## config.mk

```make
export PLATFORM = sky130hd
export DESIGN_NAME = spw_rx_packet_collector
export DESIGN_NICKNAME = d
export VERILOG_FILES = /design/src/rtl/spw_rx_packet_collector.sv
export SDC_FILE = /design/constraint.sdc
export NUM_CORES = 1
export LEC_CHECK = 0
export CELL_PAD_IN_SITES_DETAIL_PLACEMENT = 1
export CELL_PAD_IN_SITES_GLOBAL_PLACEMENT = 1
export CORE_AREA = 2 2 108 110
export CTS_CLUSTER_DIAMETER = 100
export CTS_CLUSTER_SIZE = 14
export DETAILED_ROUTE_END_ITERATION = 8
export DIE_AREA = 0 0 110 112
export GPL_ROUTABILITY_DRIVEN = 1
export PLACE_DENSITY = 0.85
export SLEW_MARGIN = 20
export SYNTH_ARGS = -nofsm -noshare
export SYNTH_HDL_FRONTEND = slang
export SYNTH_SLANG_ARGS = --single-unit
```

## constraint.sdc

```tcl
create_clock -name pclk -period 6.1 [get_ports pclk]
set_input_delay 0.61 -clock pclk [delete_from_list [all_inputs] [get_ports pclk]]
set_output_delay 0.61 -clock pclk [all_outputs]
set_load 0.02 [all_outputs]
```

## src/rtl/spw_rx_packet_collector.sv

```systemverilog
// Collects SpaceWire receive-FIFO bytes into little-endian 32-bit stream beats,
// framing packets on EOP/EEP and keeping per-packet length and error statistics.
module spw_rx_packet_collector #(
    parameter int unsigned MAX_PKT_BYTES = 4096
) (
    input  logic        pclk,
    input  logic        resetn,
    input  logic        collect_en,
    input  logic        rx_f_empty,
    output logic        rx_rd_en,
    input  logic [8:0]  rx_data_flag,
    output logic [31:0] m_tdata,
    output logic [3:0]  m_tkeep,
    output logic        m_tlast,
    output logic        m_tuser,
    output logic        m_tvalid,
    input  logic        m_tready,
    output logic        pkt_done,
    output logic [15:0] pkt_len,
    output logic [15:0] pkt_count,
    output logic [15:0] err_count
);

    localparam logic [15:0] MaxBytes = 16'(MAX_PKT_BYTES);

    typedef enum logic [1:0] {StFetch, StWait, StHold} state_e;

    state_e      state_q, state_d;
    logic        init_q;
    logic [1:0]  byte_idx_q, byte_idx_d;
    logic [15:0] byte_cnt_q, byte_cnt_d;
    logic        ovf_q, ovf_d;
    logic [31:0] tdata_q, tdata_d;
    logic [3:0]  tkeep_q, tkeep_d;
    logic        tlast_q, tlast_d;
    logic        tuser_q, tuser_d;
    logic        tvalid_q, tvalid_d;
    logic        pkt_done_q, pkt_done_d;
    logic [15:0] pkt_len_q, pkt_len_d;
    logic [15:0] pkt_count_q, pkt_count_d;
    logic [15:0] err_count_q, err_count_d;

    logic is_term;
    assign is_term = rx_data_flag[8] && (rx_data_flag[7:1] == 7'd0);

    always_comb begin
        state_d     = state_q;
        byte_idx_d  = byte_idx_q;
        byte_cnt_d  = byte_cnt_q;
        ovf_d       = ovf_q;
        tdata_d     = tdata_q;
        tkeep_d     = tkeep_q;
        tlast_d     = tlast_q;
        tuser_d     = tuser_q;
        tvalid_d    = tvalid_q;
        pkt_done_d  = 1'b0;
        pkt_len_d   = pkt_len_q;
        pkt_count_d = pkt_count_q;
        err_count_d = err_count_q;
        rx_rd_en    = 1'b0;

        unique case (state_q)
            StFetch: begin
                // init_q holds off the first strobe until one edge after reset release
                if (init_q && collect_en && !rx_f_empty) begin
                    rx_rd_en = 1'b1;
                    state_d  = StWait;
                end
            end
            StWait: begin
                state_d = StFetch;
                if (!rx_data_flag[8]) begin
                    if (byte_cnt_q < MaxBytes) begin
                        tdata_d[{byte_idx_q, 3'b000} +: 8] = rx_data_flag[7:0];
                        tkeep_d[byte_idx_q]                = 1'b1;
                        byte_cnt_d                         = byte_cnt_q + 16'd1;
                        if (byte_idx_q == 2'd3) begin
                            byte_idx_d = 2'd0;
                            tlast_d    = 1'b0;
                            tuser_d    = 1'b0;
                            tvalid_d   = 1'b1;
                            state_d    = StHold;
                        end else begin
                            byte_idx_d = byte_idx_q + 2'd1;
                        end
                    end else begin
                        ovf_d = 1'b1;
                    end
                end else if (is_term) begin
                    tlast_d    = 1'b1;
                    tuser_d    = ovf_q | rx_data_flag[0];
                    tvalid_d   = 1'b1;
                    byte_idx_d = 2'd0;
                    state_d    = StHold;
                end
            end
            StHold: begin
                if (m_tready) begin
                    tvalid_d = 1'b0;
                    tkeep_d  = 4'd0;
                    tdata_d  = 32'd0;
                    tlast_d  = 1'b0;
                    tuser_d  = 1'b0;
                    state_d  = StFetch;
                    if (tlast_q) begin
                        pkt_done_d  = 1'b1;
                        pkt_len_d   = byte_cnt_q;
                        pkt_count_d = pkt_count_q + 16'd1;
                        if (tuser_q) begin
                            err_count_d = err_count_q + 16'd1;
                        end
                        byte_cnt_d = 16'd0;
                        ovf_d      = 1'b0;
                    end
                end
            end
            default: state_d = StFetch;
        endcase
    end

    always_ff @(posedge pclk or negedge resetn) begin
        if (!resetn) begin
            state_q     <= StFetch;
            init_q      <= 1'b0;
            byte_idx_q  <= 2'd0;
            byte_cnt_q  <= 16'd0;
            ovf_q       <= 1'b0;
            tdata_q     <= 32'd0;
            tkeep_q     <= 4'd0;
            tlast_q     <= 1'b0;
            tuser_q     <= 1'b0;
            tvalid_q    <= 1'b0;
            pkt_done_q  <= 1'b0;
            pkt_len_q   <= 16'd0;
            pkt_count_q <= 16'd0;
            err_count_q <= 16'd0;
        end else begin
            state_q     <= state_d;
            init_q      <= 1'b1;
            byte_idx_q  <= byte_idx_d;
            byte_cnt_q  <= byte_cnt_d;
            ovf_q       <= ovf_d;
            tdata_q     <= tdata_d;
            tkeep_q     <= tkeep_d;
            tlast_q     <= tlast_d;
            tuser_q     <= tuser_d;
            tvalid_q    <= tvalid_d;
            pkt_done_q  <= pkt_done_d;
            pkt_len_q   <= pkt_len_d;
            pkt_count_q <= pkt_count_d;
            err_count_q <= err_count_d;
        end
    end

    assign m_tdata   = tdata_q;
    assign m_tkeep   = tkeep_q;
    assign m_tlast   = tlast_q;
    assign m_tuser   = tuser_q;
    assign m_tvalid  = tvalid_q;
    assign pkt_done  = pkt_done_q;
    assign pkt_len   = pkt_len_q;
    assign pkt_count = pkt_count_q;
    assign err_count = err_count_q;

endmodule

```

Yosys cells after proc, flatten, opt, wreduce, memory -nomap -nowiden
Index checks and enable logic that the tools add are counted.

word-level totals
  bits in registers = 110
  output and inout port bits = 89
  input bits = 14

cells by class
  bitwise gates (word level) = 2
  magnitude comparators = 3
  multiplexer cells = 50
  eq/ne operators = 13
  $add $sub $neg = 5
  shift-type cells = 2
  reductions and logical operators = 17

operators with widths
  cell                      number
  $mux W32                  3
  $mux W16                  4
  $pmux W32 S2              1
  $add A16 B1 Y16 const B   3
  $bwmux W32                1
  $pmux W16 S2              1
  $shift A8 B7 Y32 const A  1
  $shiftx A8 B7 Y32         1
  $mux W1                   20
  $mux W2                   10
  $lt A16 B13 Y1 const B    1
  $reduce_and A5 Y1         3
  $mux W4                   3
  $ne A2 B2 Y1 const B      6
  $ne A3 B3 Y1 const B      3
  $pmux W1 S2               4
  $pmux W4 S2               1
  $reduce_and A4 Y1         2
  $logic_not A7 Y1          1
  $neg A5 Y7                1
  $pmux W2 S3               1
  $reduce_and A3 Y1         2
  $eq A2 B2 Y1 const B      2
  $logic_and A1 B1 Y1       4
  other kinds (12)          13

Logic depth before layout (Yosys ltp)
Gate-level depths: netlist of the first run.

  depth in word-level cells = 8
  mapped depth = 7
  mapped depth without buffers = 6

Least setup slack after synthesis of the first run
Ideal clock, no wire load.

  path kind = reg-to-reg
  from = register byte_idx_q[0]
  to = register tdata_q[0], in the netlist m_tdata[0]
  setup slack = 4.166 ns
  cell stages (with the launch flop) = 6
  setup time = 0.084 ns
  data arrival time = 1.850 ns
  path buffers = 0
  data required time = 6.016 ns
  cells stage by stage = dfrtp_1 inv_1 ha_1 nor4_1 nand2_1 o21ai_0

on the way
  longest elaborated chain between the ends = 6
  elaborated cells between the ends (all ways) = 7
  those cells by class = add/sub (1); shift (2); mux (4)

ends and longest elaborated chain
  element                                                       line  text
  start: declaration                                            30    logic [1:0] byte_idx_q, byte_idx_d;
  start signal: assignment                                      140   byte_idx_q <= byte_idx_d;
  $neg A5 Y7 (*)                                                74    tdata_d[{byte_idx_q, 3'b000} +: 8] = rx_data_flag[7:0];
  $shiftx A8 B7 Y32 / $shift A8 B7 Y32 (equally long branches)  74
  $bwmux W32 (*)                                                74
  $mux W32 (*)                                                  73    if (byte_cnt_q < MaxBytes) begin
  $mux W32 (*)                                                  72    if (!rx_data_flag[8]) begin
  $pmux W32 S2 (*)                                              62    unique case (state_q)
  end signal: assignment                                        143   tdata_q <= tdata_d;
  end: declaration                                              33    logic [31:0] tdata_q, tdata_d;

Mark *: on every way between the ends. The rest lies on a longest branch, timed or not. The select of a mux whose other input is x is not followed.
A chain may end at the register's enable or synchronous reset.

Worst setup path in the final report of the first run
  from = input port m_tready
  to = register byte_cnt_q[5]

on the way
  longest elaborated chain between the ends = 2

ends and longest elaborated chain
  element                             line  text
  start: declaration                  17    input logic m_tready,
  $ne A2 B2 Y1 (no source line)       n/a
  $reduce_and A5 Y1 (no source line)  n/a
  end signal: assignment              141   byte_cnt_q <= byte_cnt_d;
  end: declaration                    31    logic [15:0] byte_cnt_q, byte_cnt_d;

Every way passes these cells.

==> results by group, run 1 <==
Worst setup path
  • Startpoint Class: input port
  • WP buf/inv: 3
  • CP peak stage delay: 0.72 ns
  • CP Data Arrival Time: 3.11 ns
  • Setup crit end kind: register
  • Crit path capture: byte_cnt_q[5]
  • Setup crit start: m_tready
  • Critical path class: input port to register
  • Worst EP required: 6.38 ns
  • Worst r2r src: state_q[0]
  • R2R depth: 5
  • Crit. path cell count: 6
  • Slowest cell on crit path: or4_1
  • Worst R2R End: byte_cnt_q[5]
  • CP Max Fanout: 42
  • Critical path, cell by cell: clkdlybuf4s50_1 > nand4b_1 > buf_4 > clkinv_1 > or4_1 > nand2_1
  • CP delay by family, top: buffers and inverters
  • R2R setup slack: 3.41 ns

Timing
  • Slew headroom: 38.1%
  • Tmin final: between 2 and 3 ns
  • TNS Setup: 0 ns
  • Fin. Hold Viols: 0
  • Final worst setup slack: 3.27 ns
  • Fmax: 353 MHz
  • Slew Viols, Final: 0
  • Slew @ Worst Pin: 0.929 ns
  • Skew final: 0.00889 ns
  • Setup violators final: 0
  • Tcrit/Tclk final: 46.4%
  • RSZ-0062 raised after global routing: no

Routing
  • Post-route DRC: 0
  • First-pass DRT Iterations: 4
  • Routed wire length: 11.8 mm
  • Post-DR vias/cell: 5.34
  • Final ANT Viol Nets: 0
  • Iteration-0 DRC Markers: 162
  • Routed WL per cell: 17.4 microns
  • Via count: 3603

Clocking
  • Total CTS buffers: 9
  • CTS Hold Bufs: 0
  • Setup Fix Bufs, Post-CTS: 0
  • Worst-path clk slew: roughly 0.070 ns
  • Clk buf depth: 2
  • CTS Root Cell: clkbuf_16
  • CTS resizes: 0
  • Worst-Skew Late Latency: 0.35 ns
  • H-tree levels: 3
  • CTS sink cnt: 110
  • TritonCTS clock tree: yes

Outcome
  • Status: complete, no violations

Die
  • Starting density of the core: between 40% and 50%
  • Chip width: 110 microns
  • Core area: 11200 sq um
  • Die Height: 112 microns
  • # IOs: 103
  • Row count: 39
  • Die area: 12300 sq um

Placed design
  • Hpwl dp: 8.24 mm
  • Post-place setup slack: 2.91 ns
  • PortBufs: 102
  • RD Place Congestion: 0.789

Power
  • Total power: 1.94 mW
  • VDD IR max: ~0.20 mV
  • Power per cell area: 316 nW/um^2
  • LEAKAGE: between 2 and 3 nW

Yosys
  • Yosys cell types: 43
  • Mapped Nets: 443
  • Post-Synth XOR/XNOR Area: 6.07%
  • Syn_area_per_cell: 11.0 sq um
  • Seq/Total Area, Yosys: 59.6%
  • Synth Area in Compound Gates: 9.14%
  • #FFs+latches synth: between 100 and 150
  • Synth Warn #: 0
  • Multiplexer share of the synthesized area: 1.36%
  • Synth Flop Type: dfrtp_1
  • Post-Syn Instances: 421
  • Syn Std Cell Area: about 4600 sq um
  • Number of synthesized flops with an enable pin: 0
  • Main combinational cell family by area after synthesis: simple AND/OR/NAND/NOR gates
  • Post-Synth Adder-Cell Area: ~2.2%
  • Async SR Flop Fraction: 100%
  • Simple-gate share of the synthesized area: 20.0%

GRT
  • First-pass GRT wire length: 19.9 mm
  • Vias in the first global route: between 3000 and 4000
  • Initial antenna violation count: 0
  • GRT busiest layer: met2
  • Remaining Overflow, GRT: 0
  • M1 GR Usage: around 27%
  • GRT Total Usage: 20.5%
  • Met3 Use GR: 4.45%
  • Met2 global-route usage: 33.6%
  • Largest net degree at the start of global routing: 74

Layout
  • Most frequent cells in the layout: dfrtp_1, clkdlybuf4s50_1, nand2_1
  • Area grow syn2layout: 32.6%
  • Ant diodes: 0
  • Layout Utilization: ~55%
  • Most common cell after layout, fill and taps aside: dfrtp_1
  • Layout cells sized above 1: 5.26%
  • Nets: between 500 and 600

Flow run
  • Maxcap violations: 0

Min path
  • Hold crit path type: input port to asynchronous set/reset pin
[through the flow]
stage	area (sq um)	hold slack (ns)	instances
floorplan	4620	0.314	421
global placement	5800	0.460	659
detailed placement	5800	0.464	659
CTS	6110	0.231	675
global route	6120	0.247	675
finish	6120	0.219	675
[area by class of cell]
type	instances	area, sq um
tap	143	179
fill	1204	5060
sequential	110	2750
clock inverter	5	63.8
timing repair buffer	105	1040
inverter	9	33.8
multi-input combinational	292	1800
clock buffer	11	253
[flip-flops by register name, indices dropped and copies added (netlist names)]
signal      flops
m_tlast         1
ovf_q           1
byte_cnt_q     16
pkt_count      16
init_q          1
m_tkeep         4
state_q         2
err_count      16
m_tuser         1
m_tvalid        1
pkt_len        16
pkt_done        1
m_tdata        32
byte_idx_q      2
[how the worst min path moves through the flow]
| stage | start | end | slack (ns) |
|---|---|---|---|
| after floorplan | resetn | byte_cnt_q[0] | 0.31 |
| after global placement | pkt_count[15] | pkt_count[15] | 0.46 |
| after detailed placement | pkt_len[2] | pkt_len[2] | 0.46 |
| after CTS | resetn | pkt_len[4] | 0.23 |
| after global routing | resetn | pkt_len[5] | 0.25 |
| final | resetn | pkt_len[3] | 0.22 |
[report_power, final]
group | switching, mW | total, mW | internal, mW
sequential | 0.0707 | 0.879 | 0.808
clock | 0.277 | 0.623 | 0.346
combinational | 0.241 | 0.434 | 0.193
total | 0.589 | 1.94 | 1.35
[cells in the mapped netlist (2+ instances only)]
| master | instances | area share (%) |
|---|---|---|
| dfrtp_1 | 110 | 60 |
| nand2_1 | 91 | 7.4 |
| a22o_1 | 23 | 4.4 |
| xnor2_1 | 22 | 4.2 |
| nand3_1 | 18 | 2.0 |
| o21ai_0 | 15 | 1.6 |
| nor2_1 | 13 | 1.1 |
| nand4_1 | 12 | 1.6 |
| a21oi_1 | 10 | 1.1 |
| xor2_1 | 10 | 1.9 |
| nor4_1 | 9 | 1.2 |
| clkbuf_1 | 8 | 0.65 |
| ha_1 | 8 | 2.2 |
| inv_1 | 8 | 0.65 |
| and3_1 | 6 | 0.81 |
| or3_1 | 6 | 0.81 |
| and2_1 | 4 | 0.54 |
| mux2i_1 | 4 | 0.87 |
| nand2b_1 | 4 | 0.54 |
| nor3_1 | 4 | 0.43 |
| o211ai_1 | 3 | 0.49 |
| o21ai_1 | 3 | 0.33 |
| a21o_1 | 2 | 0.33 |
| a31oi_1 | 2 | 0.27 |
| buf_2 | 2 | 0.22 |
| mux2_2 | 2 | 0.49 |
| nand3b_1 | 2 | 0.33 |
| nand4b_1 | 2 | 0.38 |
| nor2b_1 | 2 | 0.27 |
| nor4_4 | 2 | 0.92 |
| or4_1 | 2 | 0.33 |
[layer usage]
| metal | up-vias | share of wire [%] |
|---|---|---|
| met3 | 14 | 4.8 |
| met1 | 1833 | 44 |
| met5 | - | 0 |
| met2 | 85 | 50 |
| li1 | 1671 | - |
| met4 | 0 | 1.5 |
[cells by family after synthesis]
kind of cell,count (synthesis)
AOI/OAI and AO/OA,62
and+or+nand+nor,183
other,1
buffers and inverters,19
xor gates and xnor gates,32
muxes,6
DFF,110
adders and majority gates,8
No activity file was read; power rests on OpenSTA's default activity.
==> run 2, diff against run 1 <==
- CORE_AREA: 2 2 108 110 -> 2 2 118 120
- DIE_AREA: 0 0 110 112 -> 0 0 120 122
- PLACE_DENSITY: 0.85 -> 0.76
- clock period: 6.1 -> 2.3 ns (I/O delays scaled with it)
==> results by group, run 2 (synthesis gave the netlist of run 1 again) <==
Die
  • Core area: 13500 sq um (+21%)
  • Die Height: 122 microns (+8.9%)
  • Die area: 14600 sq um (+19%)
  • Chip width: 120 microns (+9.1%)
  • # IOs: 103 (unchanged)
  • Row count: 43 (+10%)
  • Starting density of the core: 34.2% (-7.1 points)

Clocking
  • CTS sink cnt: 110 (unchanged)
  • Worst-Skew Late Latency: 0.36 ns (about the same)
  • CTS resizes: 0 (unchanged)
  • Worst-path clk slew: 0.08 ns (about the same)
  • CTS Root Cell: clkbuf_16
  • Setup Fix Bufs, Post-CTS: 0 (unchanged)
  • TritonCTS clock tree: yes
  • Clk buf depth: 2 (unchanged)
  • Total CTS buffers: 9 (unchanged)
  • H-tree levels: 3 (unchanged)

GRT
  • First-pass GRT wire length: 20.8 mm (+4.5%)
  • Vias in the first global route: 4115 (+6.4%)
  • GRT busiest layer: met2
  • Largest net degree at the start of global routing: 48 (-35%)
  • GRT Total Usage: 18.0% (-2.5 points)
  • Met3 Use GR: 4.78% (+0.33 points)
  • Remaining Overflow, GRT: 0 (unchanged)
  • Met2 global-route usage: 29.9% (-3.6 points)
  • Initial antenna violation count: 0 (unchanged)
  • M1 GR Usage: 23.1% (-4.0 points)

Worst setup path
  • R2R setup slack: 0.15 ns (-3.26 ns)
  • CP Max Fanout: 7 (-83%)
  • CP Data Arrival Time: 2.44 ns (-0.67 ns)
  • Worst EP required: 2.59 ns (-3.79 ns)
  • Startpoint Class: register
  • R2R depth: 7 (+2)
  • Critical path class: register to register
  • Worst r2r src: byte_idx_q[0]
  • Setup crit end kind: register
  • Setup crit start: byte_idx_q[0]
  • Crit path capture: m_tdata[19]
  • Worst R2R End: m_tdata[19]

Layout
  • Area grow syn2layout: 37.1%
  • Most frequent cells in the layout: dfrtp_1, clkdlybuf4s50_1, nand2_1
  • Layout cells sized above 1: 8.99% (+3.7 points)
  • FILL cells: 1509 (+25%)
  • Max reg flops: 32 (unchanged)
  • Finished Layout Cells: 736 (+9.0%)
  • Most common cell after layout, fill and taps aside: dfrtp_1
  • Ant diodes: 0 (unchanged)
  • Nets: 573 (+4.4%)
  • Layout Utilization: 46.9% (-7.9 points)

Placed design
  • RD Place Congestion: 0.802 (+1.8%)
  • Hpwl dp: 9.04 mm (+9.7%)
  • PortBufs: 102 (unchanged)
  • Post-place setup slack: 0.150 ns (-2.76 ns)
  • Inst Count DP: 719 (+9.1%)

Power
  • LEAKAGE: 2.89 nW (+4.3%)
  • Sw Pwr: 1.55 mW (+160%)
  • Sequential fraction of design power: 46.7% (+1.3 points)
  • Switching portion of total power: 31.0% (+0.54 points)
  • VDD IR max: 0.356 mV (+77%)
  • Internal Power: 3.45 mW (+160%)
  • Logic pwr share: 23.3% (+0.9 points)
  • Clock Power Share: 30.0% (-2.2 points)
  • Power per cell area: 788 nW/um^2 (+150%)
  • Total power: 4.99 mW (+160%)

Timing
  • Slew headroom: 56.1% (+18 points)
  • Slew Viols, Final: 0 (unchanged)
  • Final worst setup slack: 0.147 ns (-3.12 ns)
  • Fmax: 464 MHz
  • Slew @ Worst Pin: 0.659 ns (-0.270 ns)
  • TNS Setup: 0 ns (unchanged)
  • Fin. Hold Viols: 0 (unchanged)
  • RSZ-0062 raised after global routing: no
  • Tmin final: approximately 2.2 ns
  • Skew final: 0.0133 ns (+0.00439 ns)
  • Setup violators final: 0 (unchanged)
  • Tcrit/Tclk final: 93.6%

Min path
  • Hold crit path type: input port to register

Routing
  • Final ANT Viol Nets: 0 (unchanged)
  • Routed WL per cell: 16.7 microns (-4.6%)
  • Post-DR vias/cell: 5.05 (-5.5%)
  • First-pass DRT Iterations: 4 (unchanged)
  • Iteration-0 DRC Markers: 173 (+6.8%)
  • Via count: 3714 (+3.1%)
  • Post-route DRC: 0 (unchanged)
  • Routed wire length: 12.3 mm (+4.1%)

Flow run
  • Maxcap violations: 0 (unchanged)

Outcome
  • Status: complete, no violations
## run 2: cell types whose count changed in the layout (fill, tap and decap cells not counted), sizes merged
cell	previous run	this run
clkinvlp	1	0
clkinv	1	4
dlygate4sd3	0	1
bufinv	1	0
buf	4	27
clkbuf	11	10
## run 2: critical path: stages, from the launching register on
cell      delay (ns)
dfrtp_1         0.47
inv_1           0.13
ha_1            0.44
nand2_1         0.09
nor4_1          0.41
a21boi_1        0.23
buf_4           0.18
a22o_1          0.15
## run 2: area by class of cell
type | count | area (sq um) | area share, %
Clock buffer | 10 | 239 | 3.78
Clock inverter | 6 | 41.3 | 0.652
Inverter | 9 | 33.8 | 0.534
Multi-Input combinational cell | 292 | 1790 | 28.3
Sequential cell | 110 | 2750 | 43.5
Tap cell | 180 | 225 | 3.56
Timing Repair Buffer | 129 | 1250 | 19.7
## run 2: layer usage
metal / part of all wire, % / routed length [microns] / vias to the layer above
li1: - / - / 1723
met1: 44 / 5440 / 1888
met2: 50 / 6080 / 94
met3: 5.0 / 610 / 9
met4: 1.1 / 129 / 0
met5: 0 / 0 / -
## run 2: stage by stage
step | cell area [sq um] | hold WS, ns
6_report | 6330 | 0.426
5_1_grt | 6330 | 0.433
4_1_cts | 6330 | 0.416
3_5_place_dp | 6040 | 0.304
3_3_place_gp | 6040 | 0.295
2_1_floorplan | 4620 | -0.0656
## run 2: repair_timing
item | 4_1_cts | 5_1_grt
hold endpoints to repair | 44 | 0
hold buffers | 1 | 0
setup endpoints to repair | 0 | 0
## run 2: power by group through the flow
| stage | registers, mW | clock network (mW) | logic (mW) |
|---|---|---|---|
| floorplan | 2.52 | 0 | 0.395 |
| global placement | 2.36 | 0 | 1.13 |
| detailed placement | 2.36 | 0 | 1.18 |
| CTS | 2.33 | 1.56 | 1.18 |
| global route | 2.36 | 1.63 | 1.27 |
| finish | 2.33 | 1.50 | 1.16 |
## run 2: how the worst min path moves through the flow
stage	from	end	slack (ns)	cells after the start
2_1_floorplan	resetn	byte_cnt_q[0]	-0.07	0
3_3_place_gp	resetn	pkt_len[6]	0.29	1
3_5_place_dp	resetn	pkt_len[3]	0.30	1
4_1_cts	collect_en	state_q[0]	0.42	3
5_1_grt	collect_en	state_q[0]	0.43	3
6_report	collect_en	state_q[0]	0.43	3
